--- config.mk ---
export PLATFORM = sky130hd
export DESIGN_NAME = btb_write_scheduler
export DESIGN_NICKNAME = d
export VERILOG_FILES = /design/src/rtl/btb_write_scheduler_pkg.sv /design/src/rtl/btb_write_sched_queue.sv /design/src/rtl/btb_write_scheduler.sv
export SDC_FILE = /design/constraint.sdc
export NUM_CORES = 1
export LEC_CHECK = 0
export ABC_CLOCK_PERIOD_IN_PS = 4300
export BUFFER_PORTS_ARGS = -buffer_cell sky130_fd_sc_hd__buf_2
export CAP_MARGIN = 10
export CELL_PAD_IN_SITES_DETAIL_PLACEMENT = 2
export CELL_PAD_IN_SITES_GLOBAL_PLACEMENT = 2
export CORE_UTILIZATION = 36
export CTS_CLUSTER_SIZE = 10
export DETAILED_ROUTE_END_ITERATION = 10
export PLACE_DENSITY_LB_ADDON = 0.1
export SLEW_MARGIN = 0
export SYNTH_ARGS = -nofsm -noshare
export SYNTH_HDL_FRONTEND = slang
export SYNTH_SLANG_ARGS = --single-unit
--- constraint.sdc ---
create_clock -name i_clk -period 4.3 [get_ports i_clk]
set_clock_uncertainty 0.05 [all_clocks]
set_input_delay 0.86 -clock i_clk [delete_from_list [all_inputs] [get_ports i_clk]]
set_output_delay 0.86 -clock i_clk [all_outputs]
set_load 0.05 [all_outputs]
--- src/rtl/btb_write_scheduler_pkg.sv ---
// Shared types and constants for the BTB write scheduler.
// Geometry is fixed here so the FIFO entry struct has concrete widths.
package btb_write_scheduler_pkg;

   localparam int BTB_ENTRY_NUM  = 512;
   localparam int BTB_IDX_W      = $clog2(BTB_ENTRY_NUM);
   localparam int BTB_BANK_NUM   = 2;
   localparam int BTB_BANK_W     = (BTB_BANK_NUM > 1) ? $clog2(BTB_BANK_NUM) : 1;
   localparam int BTB_WRITE_NUM  = 2;
   localparam int BTB_ENTRY_BITS = 48;

   localparam int BTB_WRITE_SCHED_QUEUE_DEPTH = 4;

   typedef enum logic [1:0] {
      INIT,
      RUN,
      FLUSH
   } BTBWriteSchedState;

   typedef struct packed {
      logic [BTB_IDX_W-1:0]      index;
      logic [BTB_ENTRY_BITS-1:0] entry;
   } BTBWriteReq;

   // Bank is the low index bits; modulo keeps it legal for any power-of-2 bank count.
   function automatic logic [BTB_BANK_W-1:0] ToBTB_Bank(
      input logic [BTB_IDX_W-1:0] index
   );
      return BTB_BANK_W'(index % BTB_IDX_W'(BTB_BANK_NUM));
   endfunction

endpackage

--- src/rtl/btb_write_sched_queue.sv ---
// Deferred-write FIFO for bank-conflicting BTB updates.
// Supports push and pop in the same cycle even when full.
module btb_write_sched_queue
   import btb_write_scheduler_pkg::*;
#(
   parameter int DEPTH = BTB_WRITE_SCHED_QUEUE_DEPTH
) (
   input  logic       i_clk,
   input  logic       i_rst,
   input  logic       i_clear,
   input  logic       i_push,
   input  BTBWriteReq i_push_data,
   input  logic       i_pop,
   output BTBWriteReq o_head,
   output logic       o_empty,
   output logic       o_full
);

   localparam int PTR_W = $clog2(DEPTH);

   logic [PTR_W-1:0] r_wr_ptr;
   logic [PTR_W-1:0] r_rd_ptr;
   logic [PTR_W:0]   r_count;
   BTBWriteReq       r_mem [DEPTH];

   logic w_do_push;
   logic w_do_pop;

   assign o_empty   = (r_count == '0);
   assign o_full    = (r_count == (PTR_W+1)'(DEPTH));
   assign o_head    = r_mem[r_rd_ptr];
   assign w_do_pop  = i_pop && !o_empty && !i_clear;
   assign w_do_push = i_push && !i_clear && (!o_full || w_do_pop);

   always_ff @(posedge i_clk or posedge i_rst) begin
      if (i_rst) begin
         r_wr_ptr <= '0;
         r_rd_ptr <= '0;
         r_count  <= '0;
      end else if (i_clear) begin
         r_wr_ptr <= '0;
         r_rd_ptr <= '0;
         r_count  <= '0;
      end else begin
         if (w_do_push) r_wr_ptr <= r_wr_ptr + 1'b1;
         if (w_do_pop)  r_rd_ptr <= r_rd_ptr + 1'b1;
         unique case ({w_do_push, w_do_pop})
            2'b10:   r_count <= r_count + 1'b1;
            2'b01:   r_count <= r_count - 1'b1;
            default: r_count <= r_count;
         endcase
      end
   end

   always_ff @(posedge i_clk) begin
      if (w_do_push) r_mem[r_wr_ptr] <= i_push_data;
   end

endmodule

--- src/rtl/btb_write_scheduler.sv ---
// Write-side scheduler for the banked BTB: clear sweep, conflict deferral, drain.
// Define BTB_WRITE_SCHED_STATS_EN to build the saturating conflict/drop counters.
module btb_write_scheduler
   import btb_write_scheduler_pkg::*;
(
   input  logic                                    i_clk,
   input  logic                                    i_rst,
   input  logic                                    i_flush_req,
   input  logic [BTB_WRITE_NUM-1:0]                i_req_valid,
   input  logic [BTB_WRITE_NUM*BTB_IDX_W-1:0]      i_req_index,
   input  logic [BTB_WRITE_NUM*BTB_ENTRY_BITS-1:0] i_req_entry,
   output logic [BTB_WRITE_NUM-1:0]                o_ram_we,
   output logic [BTB_WRITE_NUM*BTB_IDX_W-1:0]      o_ram_wa,
   output logic [BTB_WRITE_NUM*BTB_ENTRY_BITS-1:0] o_ram_wv,
   output logic                                    o_ready,
   output logic                                    o_queue_full,
   output logic                                    o_drop,
   output logic [15:0]                             o_conflict_count,
   output logic [15:0]                             o_drop_count
);

   localparam int WN        = BTB_WRITE_NUM;
   localparam int IW        = BTB_IDX_W;
   localparam int EB        = BTB_ENTRY_BITS;
   localparam int SWEEP_W   = IW + 1;
   localparam int DROP_W    = $clog2(WN + 1);
   localparam logic [SWEEP_W-1:0] SWEEP_END = SWEEP_W'(BTB_ENTRY_NUM);

   BTBWriteSchedState r_state;
   BTBWriteSchedState w_state_nxt;
   logic [SWEEP_W-1:0] r_sweep;
   logic [SWEEP_W-1:0] w_sweep_nxt;
   logic               w_sweep_we;
   logic [IW-1:0]      w_sweep_wa;
   logic               w_run;
   logic               w_fifo_clear;

   logic [BTB_BANK_W-1:0] w_bank [WN];
   logic [BTB_BANK_W-1:0] w_head_bank;
   logic [WN-1:0]         w_gnt;
   logic [WN-1:0]         w_conf;
   logic [WN-1:0]         w_pop_sel;
   logic                  w_head_blocked;
   logic                  w_pop;
   logic                  w_push;
   logic [DROP_W-1:0]     w_drop_num;
   BTBWriteReq            w_push_data;
   BTBWriteReq            w_head;
   logic                  w_empty;
   logic                  w_full;

   logic [WN-1:0]    r_we;
   logic [WN*IW-1:0] r_wa;
   logic [WN*EB-1:0] r_wv;
   logic             r_drop;
   logic [WN-1:0]    w_we_nxt;
   logic [WN*IW-1:0] w_wa_nxt;
   logic [WN*EB-1:0] w_wv_nxt;

   always_ff @(posedge i_clk or posedge i_rst) begin
      if (i_rst) begin
         r_state <= INIT;
         r_sweep <= '0;
      end else begin
         r_state <= w_state_nxt;
         r_sweep <= w_sweep_nxt;
      end
   end

   // A flush restarts the sweep by issuing index 0 in the same cycle.
   always_comb begin
      w_state_nxt  = r_state;
      w_sweep_nxt  = r_sweep;
      w_sweep_we   = 1'b0;
      w_sweep_wa   = '0;
      w_run        = 1'b0;
      w_fifo_clear = 1'b0;
      if (i_flush_req) begin
         w_state_nxt  = (r_state == RUN) ? FLUSH : r_state;
         w_sweep_we   = 1'b1;
         w_sweep_wa   = '0;
         w_sweep_nxt  = SWEEP_W'(1);
         w_fifo_clear = 1'b1;
      end else begin
         unique case (r_state)
            RUN: begin
               w_run = 1'b1;
            end
            INIT, FLUSH: begin
               if (r_sweep == SWEEP_END) begin
                  w_state_nxt = RUN;
                  w_sweep_nxt = '0;
               end else begin
                  w_sweep_we  = 1'b1;
                  w_sweep_wa  = r_sweep[IW-1:0];
                  w_sweep_nxt = r_sweep + 1'b1;
               end
            end
            default: begin
               w_state_nxt = INIT;
               w_sweep_nxt = '0;
            end
         endcase
      end
   end

   always_comb begin
      for (int i = 0; i < WN; i++) begin
         w_bank[i] = ToBTB_Bank(i_req_index[i*IW +: IW]);
      end
      w_head_bank = ToBTB_Bank(w_head.index);
   end

   always_comb begin
      w_gnt          = '0;
      w_conf         = '0;
      w_pop_sel      = '0;
      w_head_blocked = 1'b0;
      w_pop          = 1'b0;
      w_push         = 1'b0;
      w_push_data    = '0;
      w_drop_num     = '0;
      if (w_run) begin
         for (int i = 0; i < WN; i++) begin
            if (i_req_valid[i]) begin
               w_gnt[i] = 1'b1;
               for (int j = 0; j < i; j++) begin
                  if (w_gnt[j] && (w_bank[j] == w_bank[i])) w_gnt[i] = 1'b0;
               end
               w_conf[i] = !w_gnt[i];
            end
         end
         for (int i = 0; i < WN; i++) begin
            if (w_gnt[i] && (w_bank[i] == w_head_bank)) w_head_blocked = 1'b1;
         end
         // Head drains to the lowest port left idle by direct grants.
         if (!w_empty && !w_head_blocked) begin
            for (int i = 0; i < WN; i++) begin
               if (!w_gnt[i] && !w_pop) begin
                  w_pop        = 1'b1;
                  w_pop_sel[i] = 1'b1;
               end
            end
         end
         for (int i = 0; i < WN; i++) begin
            if (w_conf[i]) begin
               if (!w_push && (!w_full || w_pop)) begin
                  w_push            = 1'b1;
                  w_push_data.index = i_req_index[i*IW +: IW];
                  w_push_data.entry = i_req_entry[i*EB +: EB];
               end else begin
                  w_drop_num = w_drop_num + DROP_W'(1);
               end
            end
         end
      end
   end

   always_comb begin
      w_we_nxt = '0;
      w_wa_nxt = '0;
      w_wv_nxt = '0;
      if (w_sweep_we) begin
         w_we_nxt[0]       = 1'b1;
         w_wa_nxt[IW-1:0]  = w_sweep_wa;
      end
      for (int i = 0; i < WN; i++) begin
         if (w_gnt[i]) begin
            w_we_nxt[i]          = 1'b1;
            w_wa_nxt[i*IW +: IW] = i_req_index[i*IW +: IW];
            w_wv_nxt[i*EB +: EB] = i_req_entry[i*EB +: EB];
         end else if (w_pop_sel[i]) begin
            w_we_nxt[i]          = 1'b1;
            w_wa_nxt[i*IW +: IW] = w_head.index;
            w_wv_nxt[i*EB +: EB] = w_head.entry;
         end
      end
   end

   always_ff @(posedge i_clk or posedge i_rst) begin
      if (i_rst) begin
         r_we   <= '0;
         r_wa   <= '0;
         r_wv   <= '0;
         r_drop <= 1'b0;
      end else begin
         r_we   <= w_we_nxt;
         r_wa   <= w_wa_nxt;
         r_wv   <= w_wv_nxt;
         r_drop <= (w_drop_num != '0);
      end
   end

   btb_write_sched_queue #(
      .DEPTH (BTB_WRITE_SCHED_QUEUE_DEPTH)
   ) u_queue (
      .i_clk       (i_clk),
      .i_rst       (i_rst),
      .i_clear     (w_fifo_clear),
      .i_push      (w_push),
      .i_push_data (w_push_data),
      .i_pop       (w_pop),
      .o_head      (w_head),
      .o_empty     (w_empty),
      .o_full      (w_full)
   );

   assign o_ram_we     = r_we;
   assign o_ram_wa     = r_wa;
   assign o_ram_wv     = r_wv;
   assign o_ready      = (r_state == RUN);
   assign o_queue_full = w_full;
   assign o_drop       = r_drop;

`ifdef BTB_WRITE_SCHED_STATS_EN
   logic [15:0] r_conflict_count;
   logic [15:0] r_drop_count;
   logic [16:0] w_drop_sum;

   assign w_drop_sum = {1'b0, r_drop_count} + 17'(w_drop_num);

   // Counters survive flush; only reset clears them.
   always_ff @(posedge i_clk or posedge i_rst) begin
      if (i_rst) begin
         r_conflict_count <= '0;
         r_drop_count     <= '0;
      end else begin
         if (w_push && (r_conflict_count != 16'hFFFF)) begin
            r_conflict_count <= r_conflict_count + 16'd1;
         end
         r_drop_count <= w_drop_sum[16] ? 16'hFFFF : w_drop_sum[15:0];
      end
   end

   assign o_conflict_count = r_conflict_count;
   assign o_drop_count     = r_drop_count;
`else
   assign o_conflict_count = '0;
   assign o_drop_count     = '0;
`endif

endmodule

Yosys cells after proc, flatten, opt, wreduce, memory -nomap -nowiden. Memory sizes are Yosys's and may differ from the RTL's. Index checks and enable logic that the tools add are counted.

Register bits after elaboration: 136. Memory bits (writable): 228. Input bits: 119. Output and inout bits: 151. Word-level logic and storage cells: 135. Memories: 1.

Memories: u_queue.r_mem (words 4, bits a word 57, read ports 1, clocked after Yosys merged registers in 0, write ports 1, line btb_write_sched_queue.sv:24) `BTBWriteReq r_mem [DEPTH];`.

Add/sub/neg operators: 6. Equal/unequal tests: 12. Muxes and demuxes: 79. Reductions and logical operators: 28.

Operators with widths (number): 2-to-1 mux 57 bit (5); 2-to-1 mux 48 bit (4); 2-to-1 mux 9 bit (8); 2-to-1 mux 1 bit (42); 2-to-1 mux 2 bit (14); 2-to-1 mux 10 bit (2); one-hot mux 10 bit (2 select lines) (1); adder 10 x 1 -> 10 bit (second input constant) (1); == test 10 bit (second input constant) (1); logical AND 1 bit (10); logical NOT 1 bit (8); adder 2 x 1 -> 2 bit (second input constant) (3); one-hot mux 3 bit (2 select lines) (1); nonzero test 2 bit (3); == test 2 x 1 -> 1 bit (second input constant) (2); == test 2 bit (second input constant) (2); one-hot mux 2 bit (2 select lines) (1); adder 3 x 1 -> 3 bit (second input constant) (1); == test 1 bit (3); == test 3 bit (second input constant) (1); logical NOT 3 bit (1); 2-to-1 mux 3 bit (1); != test 3 bit (second input constant) (1); AND reduction 3 bit (1); other kinds (7) (8).

Depth between registers and ports, before layout.
Depth after elaboration: 36. Depth in mapped cells: 11. Depth with buffers taken out: 10.

Modules after synthesis. A second synthesis with hierarchy kept.

Cell total of the unflattened synthesis: 957. Area total of the unflattened synthesis: 14652.8 sq um.

By module, submodules not included: btb_write_sched_queue (times used 1, cells an instance 361, area each 8762.2 sq um, seq. area each 7021.7 sq um); btb_write_scheduler (times used 1, cells an instance 596, area each 5890.6 sq um, seq. area each 3228.1 sq um).

Least setup slack after synthesis. No wires, ideal clock.

Path type: input to register. Start: input port i_flush_req. End: memory u_queue.r_mem[0][0] (netlist name), enable pin. Setup time: 0.421 ns. Data arrival time: 3.440 ns. Required time: 3.829 ns. Path slack: 0.389 ns. Stages on the path: 6. Path buffers: 2. Cell sequence: clkbuf_1 nor3b_1 and4_1 a21boi_2 clkbuf_1 and2_1.

Longest elaborated chain between the ends: 8. Elaborated cells on any way between the ends: 12. Classes of those cells: mux: 6; reduce/logical: 6.

Ends and longest elaborated chain: start, declared (line btb_write_scheduler.sv:8) `input logic i_flush_req,`; 2-to-1 mux 1 bit (line btb_write_scheduler.sv:78) `if (i_flush_req) begin`; 2-to-1 mux 1 bit (line btb_write_scheduler.sv:123) `if (w_run) begin`; logical AND 1 bit (2 in series) (line btb_write_sched_queue.sv:32) `assign w_do_pop = i_pop && !o_empty && !i_clear;`; logical OR 1 bit (line btb_write_sched_queue.sv:33) `assign w_do_push = i_push && !i_clear && (!o_full || w_do_pop);`; logical AND 1 bit * (line btb_write_sched_queue.sv:33); 2-to-1 mux 1 bit * (line btb_write_sched_queue.sv:56) `if (w_do_push) r_mem[r_wr_ptr] <= i_push_data;`; 2-to-1 mux 1 bit (not written as such) * (line btb_write_sched_queue.sv:56); end, declared (line btb_write_sched_queue.sv:24).

Every way passes the cells marked *; elsewhere a longest branch is shown, timed or not.

Worst setup path after layout.
Start: register u_queue.r_rd_ptr[0]. End: register u_queue.r_count[2].

Longest elaborated chain between the ends: 24. Elaborated cells on any way between the ends: 32. Classes of those cells: eq/ne: 4; mux: 14; reduce/logical: 13; memory: 1.

Ends and longest elaborated chain: start, declared (line btb_write_sched_queue.sv:22) `logic [PTR_W-1:0] r_rd_ptr;`; start signal, assigned (line btb_write_sched_queue.sv:46) `if (w_do_pop) r_rd_ptr <= r_rd_ptr + 1'b1;`; memory read (4 x 57 bit) *; == test 1 bit (line btb_write_scheduler.sv:134) `if (w_gnt[i] && (w_bank[i] == w_head_bank)) w_head_blocked = 1'b1;`; logical AND 1 bit (line btb_write_scheduler.sv:134); 2-to-1 mux 1 bit (line btb_write_scheduler.sv:134); 2-to-1 mux 1 bit * (line btb_write_scheduler.sv:134); 2-to-1 mux 1 bit * (line btb_write_scheduler.sv:123); logical NOT 1 bit * (line btb_write_scheduler.sv:137) `if (!w_empty && !w_head_blocked) begin`; logical AND 1 bit * (line btb_write_scheduler.sv:137); [7 not listed]; logical AND 1 bit (line btb_write_scheduler.sv:147) `if (!w_push && (!w_full || w_pop)) begin`; 2-to-1 mux 1 bit (line btb_write_scheduler.sv:147); 2-to-1 mux 1 bit (line btb_write_scheduler.sv:146) `if (w_conf[i]) begin`; 2-to-1 mux 1 bit (line btb_write_scheduler.sv:123); logical AND 1 bit (2 in series) (line btb_write_sched_queue.sv:33); == test 2 x 1 -> 1 bit / == test 2 bit (equally long branches) (line btb_write_sched_queue.sv:47) `unique case ({w_do_push, w_do_pop})`; one-hot mux 3 bit (2 select lines) (line btb_write_sched_queue.sv:47); 2-to-1 mux 3 bit (line btb_write_sched_queue.sv:40) `end else if (i_clear) begin`; end signal, assigned (line btb_write_sched_queue.sv:48) `2'b10: r_count <= r_count + 1'b1;`; end signal, assigned (line btb_write_sched_queue.sv:49) `2'b01: r_count <= r_count - 1'b1;`; end signal, assigned (line btb_write_sched_queue.sv:50) `default: r_count <= r_count;`; end, declared (line btb_write_sched_queue.sv:23) `logic [PTR_W:0] r_count;`.

Every way passes the cells marked *; elsewhere a longest branch is shown, timed or not. The select of a mux whose other input is x is not followed. A chain may end at the register's enable or synchronous reset.

==> out/qor_table.md <==
| Quantity | Value | Unit |
|:---|:---|:---|
| Category of the critical setup timing path | reg2reg | - |
| Fin. Hold Viols | 0 | - |
| Share of final-layout standard cells stronger than drive strength 1 | 35.14 | % |
| Die X-Extent | 200.4 | µm |
| Die height | 200.4 | µm |
| Post-synth top area share | 48.29 | % |
| Cts-stage hold buffer count | 0 | - |
| Number of global-route vias before repair | 9217 | - |
| Fraction of the yosys area taken by sequential cells | 72.30 | % |
| CP Buf/Inv Count | 1 | - |
| Endpoint kind of the worst setup timing path | register | - |
| Mean number of vias per cell | 5.029 | - |
| Number of different library cells in the post-synthesis netlist | 44 | - |
| Synthesis-to-layout area growth | 21.24 | % |
| CP Data Required Time | 4.72 | ns |
| # Max-Cap Violations | 0 | - |
| Number of buffers inserted during clock tree synthesis | 44 | - |
| Area inside the core boundary | 38740 | µm² |
| Series of cell instances along the critical path | mux4_2 -> xnor2_2 -> a21boi_4 -> inv_1 -> ha_1 -> fa_1 -> xnor2_1 -> or3_1 -> a21oi_1 | - |
| Class of the tightest hold or removal check | in2reg | - |
| Unrepaired setup endpoints after global routing | false | - |
| Cell with the largest stage delay on the worst path | mux4_2 | - |
| Actual slew at the worst max-slew pin | 0.9550 | ns |
| Endpoint arrival time on the critical path | 3.57 | ns |
| Final core utilization | 44.37 | % |
| Number of antenna violations at the first check in global routing | 1 | - |
| Wire length per cell after detailed routing | 23.24 | µm |
| Period utilisation layout | 73.33 | % |
| Netlist area before placement | 14180 | µm² |
| Total power divided by cell area | 423.1 | nW/µm² |
| Instance count on the critical path | 9 | - |
| Critical path's top delay family | adder cells | - |
| Residual antenna-violating net count after detailed routing | 0 | - |
| Worst VDD drop | 0.2323 | mV |
| Synthesized netlist cell count | 800 | - |
| Number of buffers on the longest clock path | 3 | - |
| Clock tree root buffer cell | clkbuf_16 | - |
| Number of storage elements in the synthesis netlist | 364 | - |
| Aggregate global-route resource usage | 19.07 | % |
| Post-route setup TNS | 0 | ns |
| Final setup viols | 0 | - |
| Wire length of the first global-routing pass | 58130 | µm |
| Worst Reg2Reg Path Length in Cells | 9 | - |
| H-tree lvl count | 2 | - |
| Clock latency on the worst-skew pair | 0.56 | ns |
| Number of core rows | 72 | - |
| Number of top-level pins | 270 | - |
| Largest area contributor in the synthesized netlist | edfxtp_1 | - |
| Worst hold path depth | 3 | - |
| Synthesized area divided by synthesized cell count | 17.72 | µm² |
| Outcome | finished clean | - |
| Peak clock frequency supported by timing | 317.1 | MHz |
| Final count of pins violating max slew | 0 | - |
| Final wirelength | 37320 | µm |
| Ranking of synthesized cells by area | edfxtp_1 48%, dfrtp_1 24%, mux4_2 9.1%, a22o_1 6.5%, and2_1 2.7% | - |
| Via Count | 8076 | - |
| Min Clock Period, post-route | 3.153 | ns |
| Number of DRC violations after detailed-routing iteration 0 | 354 | - |
| Leakage power figure | 0.006477 | µW |
| Most frequent cells in the layout | 237 x buf_2, 228 x edfxtp_1, 134 x dfrtp_1 | - |
| Slew HR | 36.33 | % |
| Filler Cell Count | 3734 | - |
| Sinks on the clock net | 364 | - |
| Clock transition at the register clock pins on the worst setup and hold paths after CTS | 0.06 | ns |
| Largest stage delay, worst path | 0.59 | ns |
| Total DRC errors in the routed layout | 0 | - |
| GPL Wtd Cong | 0.6978 | - |
| Number of buffers added on ports | 237 | - |
| Quantity of gates resized following cts | 0 | - |
| Total global routing overflow | 0 | - |
| Total die area | 40180 | µm² |
| Number of setup buffers added after CTS | 0 | - |
| Pin count of the biggest net entering global routing | 137 | - |
| Total of warnings raised by yosys | 0 | - |
| Number of detailed-route iterations in the first pass | 4 | - |
| Type of origin of the critical path | register | - |
| TritonCTS clock tree | built | - |
| Area used by multi-input combinational logic | 3538 | µm² |
| FF+latch area | 10250 | µm² |
| Most common cell after layout, fill and taps aside | buf_2 | - |
| NumNets Final | 1178 | - |
| DP Wirelength | 23960 | µm |
| Effective utilization at floorplan | 36.60 | % |
| Highest fanout seen on the critical path | 14 | - |
[sequential cells by signal, summed over array words and instances, names as in the netlist]
signal,cells
o_drop,1
o_ram_wa,18
o_ram_we,2
o_ram_wv,96
r_state,2
r_sweep,10
u_queue.r_count,3
u_queue.r_mem,228
u_queue.r_rd_ptr,2
u_queue.r_wr_ptr,2
[where the power goes]
| group | internal, µW | switching [µW] | total [µW] | leakage, µW |
|---|---|---|---|---|
| Clock | 1990 | 1390 | 3370 | 0.000626 |
| Combinational | 53.0 | 146 | 199 | 0.00240 |
| Sequential | 3690 | 6.92 | 3700 | 0.00345 |
[per-stage QoR]
| stage | setup WS (ns) | std cells | hold slack, ns | power [µW] | instance area, µm² |
|---|---|---|---|---|---|
| 6_report | 1.147 | 1606 | 0.4586 | 7273 | 17190 |
| 5_1_grt | 0.9690 | 1605 | 0.4530 | 7523 | 17190 |
| 4_1_cts | 1.112 | 1605 | 0.4308 | 7395 | 17190 |
| 3_5_place_dp | 0.6537 | 1523 | 0.5269 | 3971 | 15890 |
| 3_3_place_gp | 0.7942 | 1523 | 0.5143 | 3969 | 15890 |
| 2_1_floorplan | 0.3888 | 831 | 0.4710 | 3902 | 14300 |
[final timing paths]
kind,startpoint,end,slack (ns)
worst min register to register,r_sweep[9],r_sweep[9],0.54
worst max register to register,u_queue.r_rd_ptr[0],u_queue.r_count[2],1.15
worst min-delay path,i_req_index[6],o_ram_wa[6],0.46
max in group asynchronous,i_rst,u_queue.r_rd_ptr[0],3.11
min in group asynchronous,i_rst,o_ram_wv[21],0.49
worst max-delay path,u_queue.r_rd_ptr[0],u_queue.r_count[2],1.15
[tightest hold or removal path, delay by kind of cell]
family	cells	cell delay, ns
buffers and inverters	1	0.08
AND/OR/NAND/NOR	2	0.08
[cell type report]
class | count | share of cell area [%]
timing repair buffer | 257 | 8.211
inverter | 8 | 0.1965
tap | 518 | 3.771
sequential | 364 | 59.66
antenna | 1 | 0.01456
clock inverter | 6 | 0.2184
multi-input combinational | 376 | 20.59
clock buffer | 76 | 7.345
[metal layers]
metal | vias to the layer above | wire length [µm] | track usage [%]
li1 | 3534 | - | -
met1 | 4284 | 16720 | 26.11
met2 | 213 | 18170 | 31.19
met3 | 45 | 1788 | 3.490
met4 | 0 | 647 | 5.480
met5 | - | 0 | 0
[cells in the mapped netlist (all sizes together)]
| master | count |
|---|---|
| mux4 | 57 |
| fa | 1 |
| edfxtp | 228 |
| a222oi | 1 |
| nor2 | 13 |
| nand3 | 4 |
| dfrtp | 136 |
| or3 | 4 |
| nand2 | 23 |
| o21ai | 5 |
| nor3 | 5 |
| nor4 | 1 |
| a41o | 1 |
| or4 | 1 |
| a22o | 105 |
| a221o | 1 |
| a21oi | 8 |
| and3 | 4 |
| xor2 | 5 |
| and2 | 62 |
| xnor2 | 6 |
| clkbuf | 33 |
| mux2i | 2 |
| buf | 50 |
| nor2b | 4 |
| a2111oi | 1 |
| o31ai | 1 |
| nand4 | 5 |
| or3b | 2 |
| inv | 8 |
| and4 | 1 |
| ha | 7 |
| o22a | 1 |
| conb | 1 |
| a21boi | 1 |
| a22oi | 8 |
| nor3b | 2 |
| mux2 | 2 |
[logic make-up (layout without fill, tap and decap cells)]
family | count (synthesis) | in the layout | share of synthesized area (%)
AOI/OAI and AO/OA | 133 | 133 | 7.969
xor gates and xnor gates | 11 | 11 | 0.7325
adders and majority gates | 8 | 8 | 0.7590
buffers and inverters | 91 | 347 | 3.716
DFF | 364 | 364 | 72.30
muxes | 61 | 61 | 9.355
other | 1 | 33 | 0.02645
and+or+nand+nor | 131 | 131 | 5.145
(Power assumes the default switching activity.)
